File: src/rtl/seq_alu.sv
// seq_alu: clocked ALU with signed overflow detection plus iterative unsigned
// multiply (shift-add) and divide (restoring), one bit per clock, behind a
// start/busy/done handshake. Single-cycle ops finish on the accept edge.
module seq_alu #(
    parameter int WIDTH = 32,
    parameter int CNT_W = 6
) (
    input  logic             clk,
    input  logic             reset,
    input  logic             start,
    input  logic [3:0]       ALUcontrol,
    input  logic [WIDTH-1:0] a,
    input  logic [WIDTH-1:0] b,
    output logic [WIDTH-1:0] result_lo,
    output logic [WIDTH-1:0] result_hi,
    output logic             zero,
    output logic             overflow,
    output logic             div_zero,
    output logic             busy,
    output logic             done
);

    localparam logic [1:0] S_IDLE = 2'd0;
    localparam logic [1:0] S_RUN  = 2'd1;
    localparam logic [1:0] S_DONE = 2'd2;

    localparam logic [3:0] OP_AND = 4'b0000;
    localparam logic [3:0] OP_OR  = 4'b0001;
    localparam logic [3:0] OP_ADD = 4'b0010;
    localparam logic [3:0] OP_SUB = 4'b0110;
    localparam logic [3:0] OP_SLT = 4'b0111;
    localparam logic [3:0] OP_MUL = 4'b1000;
    localparam logic [3:0] OP_DIV = 4'b1001;

    // Counter loads WIDTH and stops at 1, so it never wraps or underflows.
    localparam logic [CNT_W-1:0] CNT_INIT = CNT_W'(WIDTH);
    localparam logic [CNT_W-1:0] CNT_ONE  = CNT_W'(1);

    logic [1:0]       state;
    logic [CNT_W-1:0] cnt;
    logic             is_div;
    logic [WIDTH-1:0] opnd;    // multiplicand for mul, divisor for div
    logic [WIDTH-1:0] wk_hi;   // partial product high half / partial remainder
    logic [WIDTH-1:0] wk_lo;   // multiplier being consumed / dividend-quotient

    logic accept;
    logic iter_op;
    logic last_iter;

    logic signed [WIDTH-1:0] sa;
    logic signed [WIDTH-1:0] sb;
    logic signed [WIDTH-1:0] sum;
    logic signed [WIDTH-1:0] dif;

    logic             sc_upd;
    logic [WIDTH-1:0] sc_lo;
    logic             sc_ovf;

    logic [WIDTH:0]   mul_sum;
    logic [WIDTH-1:0] mul_hi;
    logic [WIDTH-1:0] mul_lo;
    logic [WIDTH:0]   rem_sh;
    logic [WIDTH:0]   rem_try;
    logic [WIDTH-1:0] div_hi;
    logic [WIDTH-1:0] div_lo;
    logic [WIDTH-1:0] nxt_hi;
    logic [WIDTH-1:0] nxt_lo;

    // Signed overflow of x + y giving r: like-signed operands, result sign flipped.
    function automatic logic add_ovf(input logic signed [WIDTH-1:0] x,
                                     input logic signed [WIDTH-1:0] y,
                                     input logic signed [WIDTH-1:0] r);
        return (x[WIDTH-1] == y[WIDTH-1]) && (r[WIDTH-1] != x[WIDTH-1]);
    endfunction

    // Signed overflow of x - y giving r: unlike-signed operands, result sign differs from x.
    function automatic logic sub_ovf(input logic signed [WIDTH-1:0] x,
                                     input logic signed [WIDTH-1:0] y,
                                     input logic signed [WIDTH-1:0] r);
        return (x[WIDTH-1] != y[WIDTH-1]) && (r[WIDTH-1] != x[WIDTH-1]);
    endfunction

    assign sa        = a;
    assign sb        = b;
    assign sum       = sa + sb;
    assign dif       = sa - sb;
    assign accept    = start && ((state == S_IDLE) || (state == S_DONE));
    assign iter_op   = (ALUcontrol == OP_MUL) || (ALUcontrol == OP_DIV);
    assign last_iter = (state == S_RUN) && (cnt == CNT_ONE);
    assign busy      = (state == S_RUN);
    assign done      = (state == S_DONE);

    // Single-cycle result; sc_upd is low for no-op codes so results are kept.
    always_comb begin
        sc_upd = 1'b0;
        sc_lo  = '0;
        sc_ovf = 1'b0;
        case (ALUcontrol)
            OP_ADD: begin
                sc_upd = 1'b1;
                sc_lo  = sum;
                sc_ovf = add_ovf(sa, sb, sum);
            end
            OP_SUB: begin
                sc_upd = 1'b1;
                sc_lo  = dif;
                sc_ovf = sub_ovf(sa, sb, dif);
            end
            OP_AND: begin
                sc_upd = 1'b1;
                sc_lo  = a & b;
            end
            OP_OR: begin
                sc_upd = 1'b1;
                sc_lo  = a | b;
            end
            OP_SLT: begin
                sc_upd = 1'b1;
                sc_lo  = {{(WIDTH-1){1'b0}}, (sa < sb)};
            end
            default: begin
                sc_upd = 1'b0;
            end
        endcase
    end

    // One iteration of shift-add multiply and of restoring divide.
    always_comb begin
        mul_sum = {1'b0, wk_hi} + (wk_lo[0] ? {1'b0, opnd} : {(WIDTH+1){1'b0}});
        mul_hi  = mul_sum[WIDTH:1];
        mul_lo  = {mul_sum[0], wk_lo[WIDTH-1:1]};

        rem_sh  = {wk_hi, wk_lo[WIDTH-1]};
        rem_try = rem_sh - {1'b0, opnd};
        if (!rem_try[WIDTH]) begin
            div_hi = rem_try[WIDTH-1:0];
            div_lo = {wk_lo[WIDTH-2:0], 1'b1};
        end else begin
            div_hi = rem_sh[WIDTH-1:0];
            div_lo = {wk_lo[WIDTH-2:0], 1'b0};
        end

        nxt_hi = is_div ? div_hi : mul_hi;
        nxt_lo = is_div ? div_lo : mul_lo;
    end

    // Control FSM, iteration counter and working registers.
    always_ff @(posedge clk or posedge reset) begin
        if (reset) begin
            state  <= S_IDLE;
            cnt    <= '0;
            is_div <= 1'b0;
            opnd   <= '0;
            wk_hi  <= '0;
            wk_lo  <= '0;
        end else begin
            case (state)
                S_IDLE, S_DONE: begin
                    if (accept && iter_op) begin
                        state  <= S_RUN;
                        cnt    <= CNT_INIT;
                        is_div <= (ALUcontrol == OP_DIV);
                        opnd   <= (ALUcontrol == OP_DIV) ? b : a;
                        wk_hi  <= '0;
                        wk_lo  <= (ALUcontrol == OP_DIV) ? a : b;
                    end else if (accept) begin
                        state <= S_DONE;
                    end else begin
                        state <= S_IDLE;
                    end
                end
                S_RUN: begin
                    wk_hi <= nxt_hi;
                    wk_lo <= nxt_lo;
                    cnt   <= cnt - CNT_ONE;
                    if (cnt == CNT_ONE) begin
                        state <= S_DONE;
                    end
                end
                default: begin
                    state <= S_IDLE;
                end
            endcase
        end
    end

    // Result and flag registers; written only at a completion edge.
    always_ff @(posedge clk or posedge reset) begin
        if (reset) begin
            result_lo <= '0;
            result_hi <= '0;
            zero      <= 1'b0;
            overflow  <= 1'b0;
            div_zero  <= 1'b0;
        end else if (accept && !iter_op) begin
            div_zero <= 1'b0;
            if (sc_upd) begin
                result_lo <= sc_lo;
                result_hi <= '0;
                zero      <= (sc_lo == '0);
                overflow  <= sc_ovf;
            end
        end else if (last_iter) begin
            result_lo <= nxt_lo;
            result_hi <= nxt_hi;
            zero      <= (nxt_lo == '0);
            overflow  <= 1'b0;
            div_zero  <= is_div && (opnd == '0);
        end
    end

endmodule

File: config.mk
export PLATFORM = sky130hd
export DESIGN_NAME = seq_alu
export DESIGN_NICKNAME = d
export VERILOG_FILES = /design/src/rtl/seq_alu.sv
export SDC_FILE = /design/constraint.sdc
export NUM_CORES = 1
export LEC_CHECK = 0
export BUFFER_PORTS_ARGS = -buffer_cell sky130_fd_sc_hd__buf_4
export CAP_MARGIN = 0
export CORE_MARGIN = 2
export CORE_UTILIZATION = 45
export DETAILED_ROUTE_END_ITERATION = 16
export PLACE_DENSITY = 0.65
export SLEW_MARGIN = 40
export SYNTH_ARGS = -nofsm -noshare
export SYNTH_HDL_FRONTEND = slang
export SYNTH_SLANG_ARGS = --single-unit
File: constraint.sdc
create_clock -name clk -period 6.6 [get_ports clk]
set_input_delay 0.66 -clock clk [delete_from_list [all_inputs] [get_ports clk]]
set_output_delay 0.66 -clock clk [all_outputs]
set_load 0.1 [all_outputs]
After elaboration in Yosys (flattened, before gate mapping)
Index checks and enable logic that the tools add are counted.
{"block": "word_totals", "register_bits": 172, "in_bits": 71, "out_inout_bits": 69, "wordCells": 91}
{"block": "classes", "addsub": 5, "magnitude_cmp": 1, "eq_ne": 16, "n_mux": 34, "n_bitwise": 2, "n_reduce_logical": 22}
{"op": "two-way mux 32 bit", "n": 14}
{"op": "one-hot mux 32 bit (5 select lines)", "n": 1}
{"op": "one-hot mux 32 bit (2 select lines)", "n": 2}
{"op": "zero test 32 bit", "n": 3}
{"op": "adder 32 x 32 -> 33 bit", "n": 1}
{"op": "subtractor 33 x 32 -> 33 bit", "n": 1}
{"op": "adder 32 bit", "n": 1}
{"op": "bitwise AND 32 bit", "n": 1}
{"op": "less-than comparator 32 bit", "n": 1}
{"op": "bitwise OR 32 bit", "n": 1}
{"op": "subtractor 32 bit", "n": 1}
{"op": "one-hot mux 6 bit (2 select lines)", "n": 1}
{"op": "two-way mux 1 bit", "n": 10}
{"op": "== test 4 x 3 -> 1 bit (second input constant)", "n": 2}
{"op": "== test 4 bit (second input constant)", "n": 2}
{"op": "logical AND 1 bit", "n": 7}
{"op": "== test 6 x 1 -> 1 bit (second input constant)", "n": 1}
{"op": "two-way mux 2 bit", "n": 3}
{"op": "two-way mux 6 bit", "n": 1}
{"op": "AND reduction 2 bit", "n": 3}
{"op": "subtractor 6 x 1 -> 6 bit (second input constant)", "n": 1}
{"op": "OR reduction 5 bit", "n": 1}
{"op": "== test 4 x 1 -> 1 bit (second input constant)", "n": 1}
{"op": "== test 4 x 2 -> 1 bit (second input constant)", "n": 1}
{"op": "14 further kinds", "n": 19}

Logic depth before layout (Yosys ltp)
Gate-level depths: netlist of run 1.
{"block": "logic_depth", "depth_word": 6, "mapped_depth": 18, "mapped_depth_nobuf": 16}

Worst setup path before layout of run 1
No wires, ideal clock.
{"block": "synth_path", "kind": "register to register", "from": "register wk_lo[0]", "to": "register result_hi[31]", "setup_time_ns": 0.130, "arrival_ns": 3.654, "required_ns": 6.470, "path_slack_ns": 2.815, "stages_incl_launch_ff": 17, "period_less_slack_ns": 3.785, "cell_sequence": "dfrtp_1 clkbuf_1 and2_1 ha_1 fa_1 a21o_1 a221oi_1 a211oi_1 o2111ai_1 a31oi_1 nand2_1 o21ai_1 a211o_1 a2111oi_0 a31oi_1 o311ai_1 o21ai_1"}
{"block": "synth_via", "elab_chain_cells": 5}
{"element": "from (decl)", "line": "44", "text": "logic [WIDTH-1:0] wk_lo;"}
{"element": "from (signal assigned)", "line": "165", "text": "wk_lo <= (ALUcontrol == OP_DIV) ? a : b;"}
{"element": "from (signal assigned)", "line": "174", "text": "wk_lo <= nxt_lo;"}
{"element": "two-way mux 32 bit", "line": "129", "text": "mul_sum = {1'b0, wk_hi} + (wk_lo[0] ? {1'b0, opnd} : {(WIDTH+1){1'b0}});"}
{"element": "adder 32 x 32 -> 33 bit", "line": "129"}
{"element": "two-way mux 32 bit", "line": "143", "text": "nxt_hi = is_div ? div_hi : mul_hi;"}
{"element": "two-way mux 32 bit", "line": "203", "text": "end else if (last_iter) begin"}
{"element": "two-way mux 32 bit", "line": "195", "text": "end else if (accept && !iter_op) begin"}
{"element": "to (signal assigned)", "line": "205", "text": "result_hi <= nxt_hi;"}
{"element": "to (decl)", "line": "15", "text": "output logic [WIDTH-1:0] result_hi,"}
Every way passes these cells. The select of a mux whose other input is x is not followed.
A chain may end at the register's enable or synchronous reset.

Worst setup path after layout of run 1
{"block": "layout_path", "from": "register wk_lo[31]", "to": "register result_hi[10]"}
{"block": "layout_via", "elab_chain_cells": 5}
{"element": "subtractor 33 x 32 -> 33 bit", "line": "134", "text": "rem_try = rem_sh - {1'b0, opnd};"}
{"element": "two-way mux 32 bit", "line": "135", "text": "if (!rem_try[WIDTH]) begin"}
{"element": "two-way mux 32 bit", "line": "143"}
{"element": "two-way mux 32 bit", "line": "203"}
{"element": "two-way mux 32 bit", "line": "195"}
Every way passes these cells. The select of a mux whose other input is x is not followed.

==> impl_metrics.ini, run 1 <==
[outcome]
status = finished clean

[sta]
maxSlewViolCount = 0
setup_viol = 0
hold_viol = 0
fin_skew_ps = 10.9
period_share_pct = 70.3
tightest_slew_ps = 876
setup-tns-final_ps = 0
min_period_ps = 4640
max_slew_margin_pct = 41.6
grt_setup_unrepaired = false
clock.fmax_ghz = 0.216

[synthesis]
synth.area.mux_share_pct = 8.19
synth_edf_count = 0
synth_compound_area_share_pct = 26.0
synthSimpleGateAreaFrac_pct = 17.3
ys_types = 85
synth.most_common_cell = nand2_1
yosysTopAreaCell = dfrtp_1
synthAdderAreaFrac_pct = 13.5
synth_top_area_share_pct = 25.4
synthCells = 2093
synth_seq_cells = 172
synth_top_flop_cell = dfrtp_1
synth.avg_cell_area_sq_um = 8.10
async_flop_share_pct = 100
synth_top_family_by_area = compound AO/OA/AOI/OAI gates
syn_area_sq_um = 17000
ys_warn_count = 0
synth-seq-area-share_pct = 25.4
synth_xor_area_share_pct = 3.31
synth_area_leaders = dfrtp_1 25%, ha_1 13%, mux2i_1 7.9%, nand2_1 5.0%, a21oi_1 4.9%
synth_nets = 2345
synth_common_cells = 228 x nand2_1, 177 x ha_1, 172 x dfrtp_1

[global_route]
grt_max_degree = 107
overflow = 0
antenna_found_initial = 0
grt_pass1_wl_mm = 86.7
gr-usage-all-layers_pct = 28.4
grt_pass1_vias = 15300

[setup_path]
crit_slowest_cell = buf_4
slowest_delay_ps = 520
r2r_start = wk_lo[31]
endpoint_kind = flip-flop
path_cells = inv_1 > ha_1 > inv_1 > fa_1 > a211oi_1 > o211ai_1 > nand2_1 > o21ai_1 > a41oi_1 > o311ai_1 > a21oi_1 > xnor2_2 > buf_4 > mux2_2 > nand2_1 > o21ai_0 > a22o_1
critical_path.top_delay_family = compound AO/OA/AOI/OAI gates
crit_required_ps = 6940
crit-reg2reg-capture = result_hi[10]
arrival_ps = 4980
cp_max_fo = 30
reg2reg_slack_ps = 1960
critPathBufInv = 3
worstSetupPathType = reg -> reg
ff2ff_path_depth = 17
critPathLaunchType = flip-flop

[placement]
dp_cells = 2636
placed_cell_area_sq_um = 18300
globalplace.congestion = 0.946
post-dp-hpwl_mm = 42.3
io_buffers = 139

[cts]
cts_tree = yes
cts.sinks = 172
cts-resized-gates = 0
clock_latency_ps = 450
cts-root-buf = clkbuf_16
cts_hold_buf = 0
cts_max_level = 4
numCtsBuffers = 17
postCtsSetupBuffers = 0
path_clk_slew_ps = 70
cts_buffer_depth = 2

[floorplan]
initial_core_util_pct = 45.3
die-width_um = 198
rows = 71
die-area_sq_um = 39200
dieHeight_um = 198
boundaryPins = 140
core_area_sq_um = 37400

[layout]
layoutNonFillerInstCount = 2669
final_cell_area_sq_um = 18900
area_delta_synth_final_pct = 11.7
nNetsFinal = 2397
n_antenna_cell = 0
drive_gt1_share_pct = 10.9

[drt]
antenna_left = 0
drtPass1Iterations = 6
vias = 16200
totalWireLength_mm = 55.7
wl_per_cell_um = 20.9
post_drt_via_cell_ratio = 6.07
drtIter0Drc = 1495
drc = 0

[flow_run]
max_cap_viol_count = 0

[pwr]
ir_drop_uv = 229
p_per_area_nw_per_um2 = 362
leakagePower_uw = 0.00913

[worst_hold_path]
hp-class = in -> async
==> cell usage in the layout (no fill, tap or decap), types with 36 or more instances in the layout <==
master    netlist  routed
a21o_1         45      45
a21oi_1       167     167
and2_1         38      36
buf_4           5     156
dfrtp_1       172     170
ha_1          177     177
inv_1         140     139
mux2i_1       133     133
nand2_1       228     227
nand3_1        56      56
nor2_1        138     137
o21ai_0       118     118
o221ai_1       55      55
xnor2_1        40      39
==> final cells by class <==
cell class	count	area, sq um
fillers	3609	18500
multi-input cells	1650	11600
repair buffers	159	1210
inverters	145	557
clock buffers	22	474
clock inverters	10	128
flip-flops and latches	172	4310
well taps	511	639
==> how the worst max path moves through the flow <==
stage / start / end / slack, ps / depth (start not counted)
after floorplan: reset / cnt[0] / 1280 / 1
after global placement: ALUcontrol[2] / zero / 1800 / 14
after detailed placement: ALUcontrol[2] / zero / 1770 / 14
after CTS: wk_lo[31] / zero / 1960 / 16
after global routing: wk_lo[0] / wk_hi[31] / 1620 / 15
final: wk_lo[31] / result_hi[10] / 1960 / 17
==> layer usage <==
metal  routed length, um  vias up  track usage [%]
li1                    -     7731                -
met1               25700     7790             40.1
met2               25000      608             45.3
met3                3600       82             3.75
met4                1400        0             8.47
met5                   0        -                0
==> sequential cells by signal (all words and copies together), names as in the netlist <==
register,count
opnd,32
wk_hi,32
result_lo,32
result_hi,32
zero,1
div_zero,1
wk_lo,32
cnt,6
is_div,1
state,2
overflow,1
==> power breakdown <==
group	switching (uW)	internal [uW]	total [uW]	leakage, uW
sequential	395	1360	1750	0.00222
clock	461	595	1060	0.000294
combinational	2550	1500	4050	0.00662
==> worst reg2reg max path, stage by stage, from the launching register on <==
cell,delay (ps)
dfrtp_1,490
inv_1,80
ha_1,200
inv_1,70
fa_1,240
a211oi_1,110
o211ai_1,290
nand2_1,80
o21ai_1,320
a41oi_1,310
o311ai_1,360
a21oi_1,150
xnor2_2,500
buf_4,520
mux2_2,430
nand2_1,60
o21ai_0,120
a22o_1,210
==> per-stage QoR <==
step / worst slack, ps / total power [uW] / hold slack (ps) / util, %
finish: 1960 / 6860 / 269 / 50.6
CTS: 1960 / 6820 / 386 / 50.6
detailed placement: 1770 / 5750 / 472 / 48.9
floorplan: 1280 / 4730 / 446 / -
global route: 1620 / 7330 / 314 / 50.6
global placement: 1800 / 5680 / 466 / 48.9
==> logic make-up after synthesis <==
family                   Yosys count
AO/OA/AOI/OAI                    651
XOR/XNOR                          64
adder cells (fa/ha/maj)          181
buffers and inverters            271
flip-flops                       172
multiplexers                     137
AND/OR/NAND/NOR                  617
(Power assumes the default switching activity.)
==> inputs of run 2 (changes only) <==
- ABC_AREA: not set -> 1
- clock period: 6.6 -> 4.8 ns (I/O delays scaled with it)
==> run 2 against run 1 <==
Compared with the run above: clock power increased by 35%; clock skew is essentially flat; core utilization up 0.22 points; hold slack got worse by 110 ps; count of clock-buffer cells in the layout fell by 2; setup slack worse by 1000 ps; sequential share of layout area fell by 2.1 points; largest power group unchanged.
==> impl_metrics.ini, run 2 <==
[pwr]
ir_drop_uv = 331
pwr-share-seq_pct = 24.7
clockPowerShare_pct = 15.4
power.switching_uw = 4960
p_per_area_nw_per_um2 = 446
finalPower_uw = 9280
netSwitchingFraction_pct = 53.4
leakagePower_uw = 0.0114
pwr-share-comb_pct = 59.9
p_int_uw = 4330

[setup_path]
cpMostUsedCell = nand2_1
arrival_ps = 4210
critPathLaunchType = flip-flop
crit_required_ps = 5150
reg2reg_slack_ps = 940
worstSetupPathType = reg -> reg
critPathBufInv = 3
path_cells = inv_1 > ha_1 > inv_1 > fa_1 > nand2_1 > o21ai_2 > nand2_1 > nand2_1 > a21oi_2 > o21bai_4 > nand2_1 > nand3_1 > nand2_4 > inv_1 > nand3_1 > nand3_1 > nand3_1 > nand2_1
crit_slowest_cell = nand2_4
cp_max_fo = 55
slowest_delay_ps = 570
endpoint_kind = flip-flop
crit-reg2reg-capture = result_hi[28]
r2r_start = wk_lo[31]
critical_path.top_delay_family = simple AND/OR/NAND/NOR gates
ff2ff_path_depth = 18

[synthesis]
yosysTopAreaCell = dfrtp_1
synth_area_leaders = dfrtp_1 23%, nand2_1 20%, ha_1 12%, inv_1 8.9%, nand3_1 7.2%
async_flop_share_pct = 100
synth_seq_cells = 172
synth.most_common_cell = nand2_1
synthCells = 3028
synth_common_cells = 981 x nand2_1, 446 x inv_1, 268 x nand3_1
synth_top_flop_cell = dfrtp_1
synth_edf_count = 0
synth.avg_cell_area_sq_um = 6.19
synth_nets = 3280
synth-seq-area-share_pct = 23.0
syn_area_sq_um = 18700
ys_types = 51
ys_warn_count = 0
synth_top_area_share_pct = 23.0

[sta]
max_slew_margin_pct = 42.1
grt_setup_unrepaired = false
min_period_ps = 3860
tightest_slew_ps = 862
hold_viol = 0
fin_skew_ps = 10.5
period_share_pct = 80.5
worst_slack_ps = 937
maxSlewViolCount = 0
clock.fmax_ghz = 0.259
setup_viol = 0
setup-tns-final_ps = 0

[cts]
postCtsSetupBuffers = 0
cts_hold_buf = 0
clock_latency_ps = 460
cts-root-buf = clkbuf_16
cts-resized-gates = 0
cts_buffer_depth = 2
cts_tree = yes
cts_max_level = 4
path_clk_slew_ps = 70
cts.sinks = 172
numCtsBuffers = 17

[drt]
drtPass1Iterations = 6
post_drt_via_cell_ratio = 5.61
vias = 20500
drc = 0
drtIter0Drc = 1894
antenna_left = 0
totalWireLength_mm = 72.5
wl_per_cell_um = 19.9

[layout]
regArea_sq_um = 4310
fillCellCount = 4338
nNetsFinal = 3358
area_delta_synth_final_pct = 11.1
mostFrequentLayoutCell = nand2_1
drive_gt1_share_pct = 8.08
final_cell_mix = 981 x nand2_1, 444 x inv_1, 268 x nand3_1, 224 x nor2_1, 177 x ha_1
multi_input_area_sq_um = 12300

[floorplan]
dieHeight_um = 208
boundaryPins = 140
die-width_um = 208
rows = 74
core_area_sq_um = 40900
initial_core_util_pct = 45.8
die-area_sq_um = 43300

[placement]
post-dp-hpwl_mm = 58.1
dp_slack_ps = 891
io_buffers = 139
globalplace.congestion = 1.09

[global_route]
gr-usage-all-layers_pct = 33.1
antenna_found_initial = 3
grt_max_degree = 88
overflow = 0
grt_pass1_vias = 19300
grt_pass1_wl_mm = 112

[worst_hold_path]
hp-class = in -> async

[flow_run]
max_cap_viol_count = 0

[outcome]
status = finished clean
==> run 2: changes by cell type in the layout (fill, tap and decap cells not counted), sizes merged, moves of 34 or more <==
cell    change
and2       -35
nor2       +90
inv       +306
nand2     +758
nand3     +214
a211oi     -34
a21o       -35
mux2i     -129
o211ai     +77
==> run 2: worst max path at each step <==
stage	start	end	slack (ps)	cells after the start
final	wk_lo[31]	result_hi[28]	940	18
after global routing	wk_lo[31]	result_hi[28]	670	18
after CTS	wk_lo[31]	result_hi[28]	880	18
after detailed placement	wk_lo[31]	result_hi[28]	890	18
after global placement	wk_lo[31]	result_hi[28]	890	18
after floorplan	wk_lo[0]	result_hi[27]	2010	20
==> run 2: area by class of cell <==
| cell class | count | share of cell area (%) |
|---|---|---|
| Clock inverter | 11 | 0.631 |
| Tap cell | 532 | 3.20 |
| Inverter | 452 | 8.18 |
| Antenna cell | 1 | 0.0120 |
| Clock buffer | 20 | 2.19 |
| Multi-Input combinational cell | 2302 | 59.1 |
| Timing Repair Buffer | 161 | 5.96 |
| Sequential cell | 172 | 20.7 |
==> run 2: kinds of logic after synthesis <==
family / share of synthesized area (%)
buffers and inverters: 11.6
AOI/OAI and AO/OA: 16.3
adders and majority gates: 12.2
and+or+nand+nor: 35.1
muxes: 0.214
DFF: 23.0
xor gates and xnor gates: 1.54
==> run 2: worst register-to-register path, stage by stage (launching register included) <==
cell and delay (ps):
dfrtp_1 420, inv_1 240, ha_1 210, inv_1 60, fa_1 390, nand2_1 110
o21ai_2 90, nand2_1 70, nand2_1 90, a21oi_2 230, o21bai_4 110, nand2_1 120
nand3_1 150, nand2_4 570, inv_1 360, nand3_1 240, nand3_1 120, nand3_1 120
nand2_1 60
==> run 2: through the flow <==
step / instances / utilization [%] / cell area (sq um) / hold WS (ps)
5_1_grt: 3650 / 50.8 / 20800 / 210
4_1_cts: 3650 / 50.8 / 20800 / 170
3_3_place_gp: 3618 / 49.3 / 20200 / 464
3_5_place_dp: 3619 / 49.4 / 20200 / 467
2_1_floorplan: 3028 / - / 18700 / 453
6_report: 3651 / 50.8 / 20800 / 159
==> run 2: metal layers <==
| metal | global-route usage (%) | up-vias | share of wire (%) |
|---|---|---|---|
| met1 | 44.6 | 9575 | 44 |
| met4 | 14.1 | 2 | 4.3 |
| met5 | 0 | - | 0.017 |
| met2 | 54.1 | 790 | 46 |
| met3 | 3.38 | 138 | 6.4 |
| li1 | - | 9974 | - |
==> run 2: power groups by stage <==
stage	logic (uW)	registers (uW)	clock network (uW)
final	5560	2290	1430
after global placement	5470	2290	0
after floorplan	3690	2630	0
after detailed placement	5490	2300	0
after CTS	5520	2280	1450
after global routing	6170	2340	1500
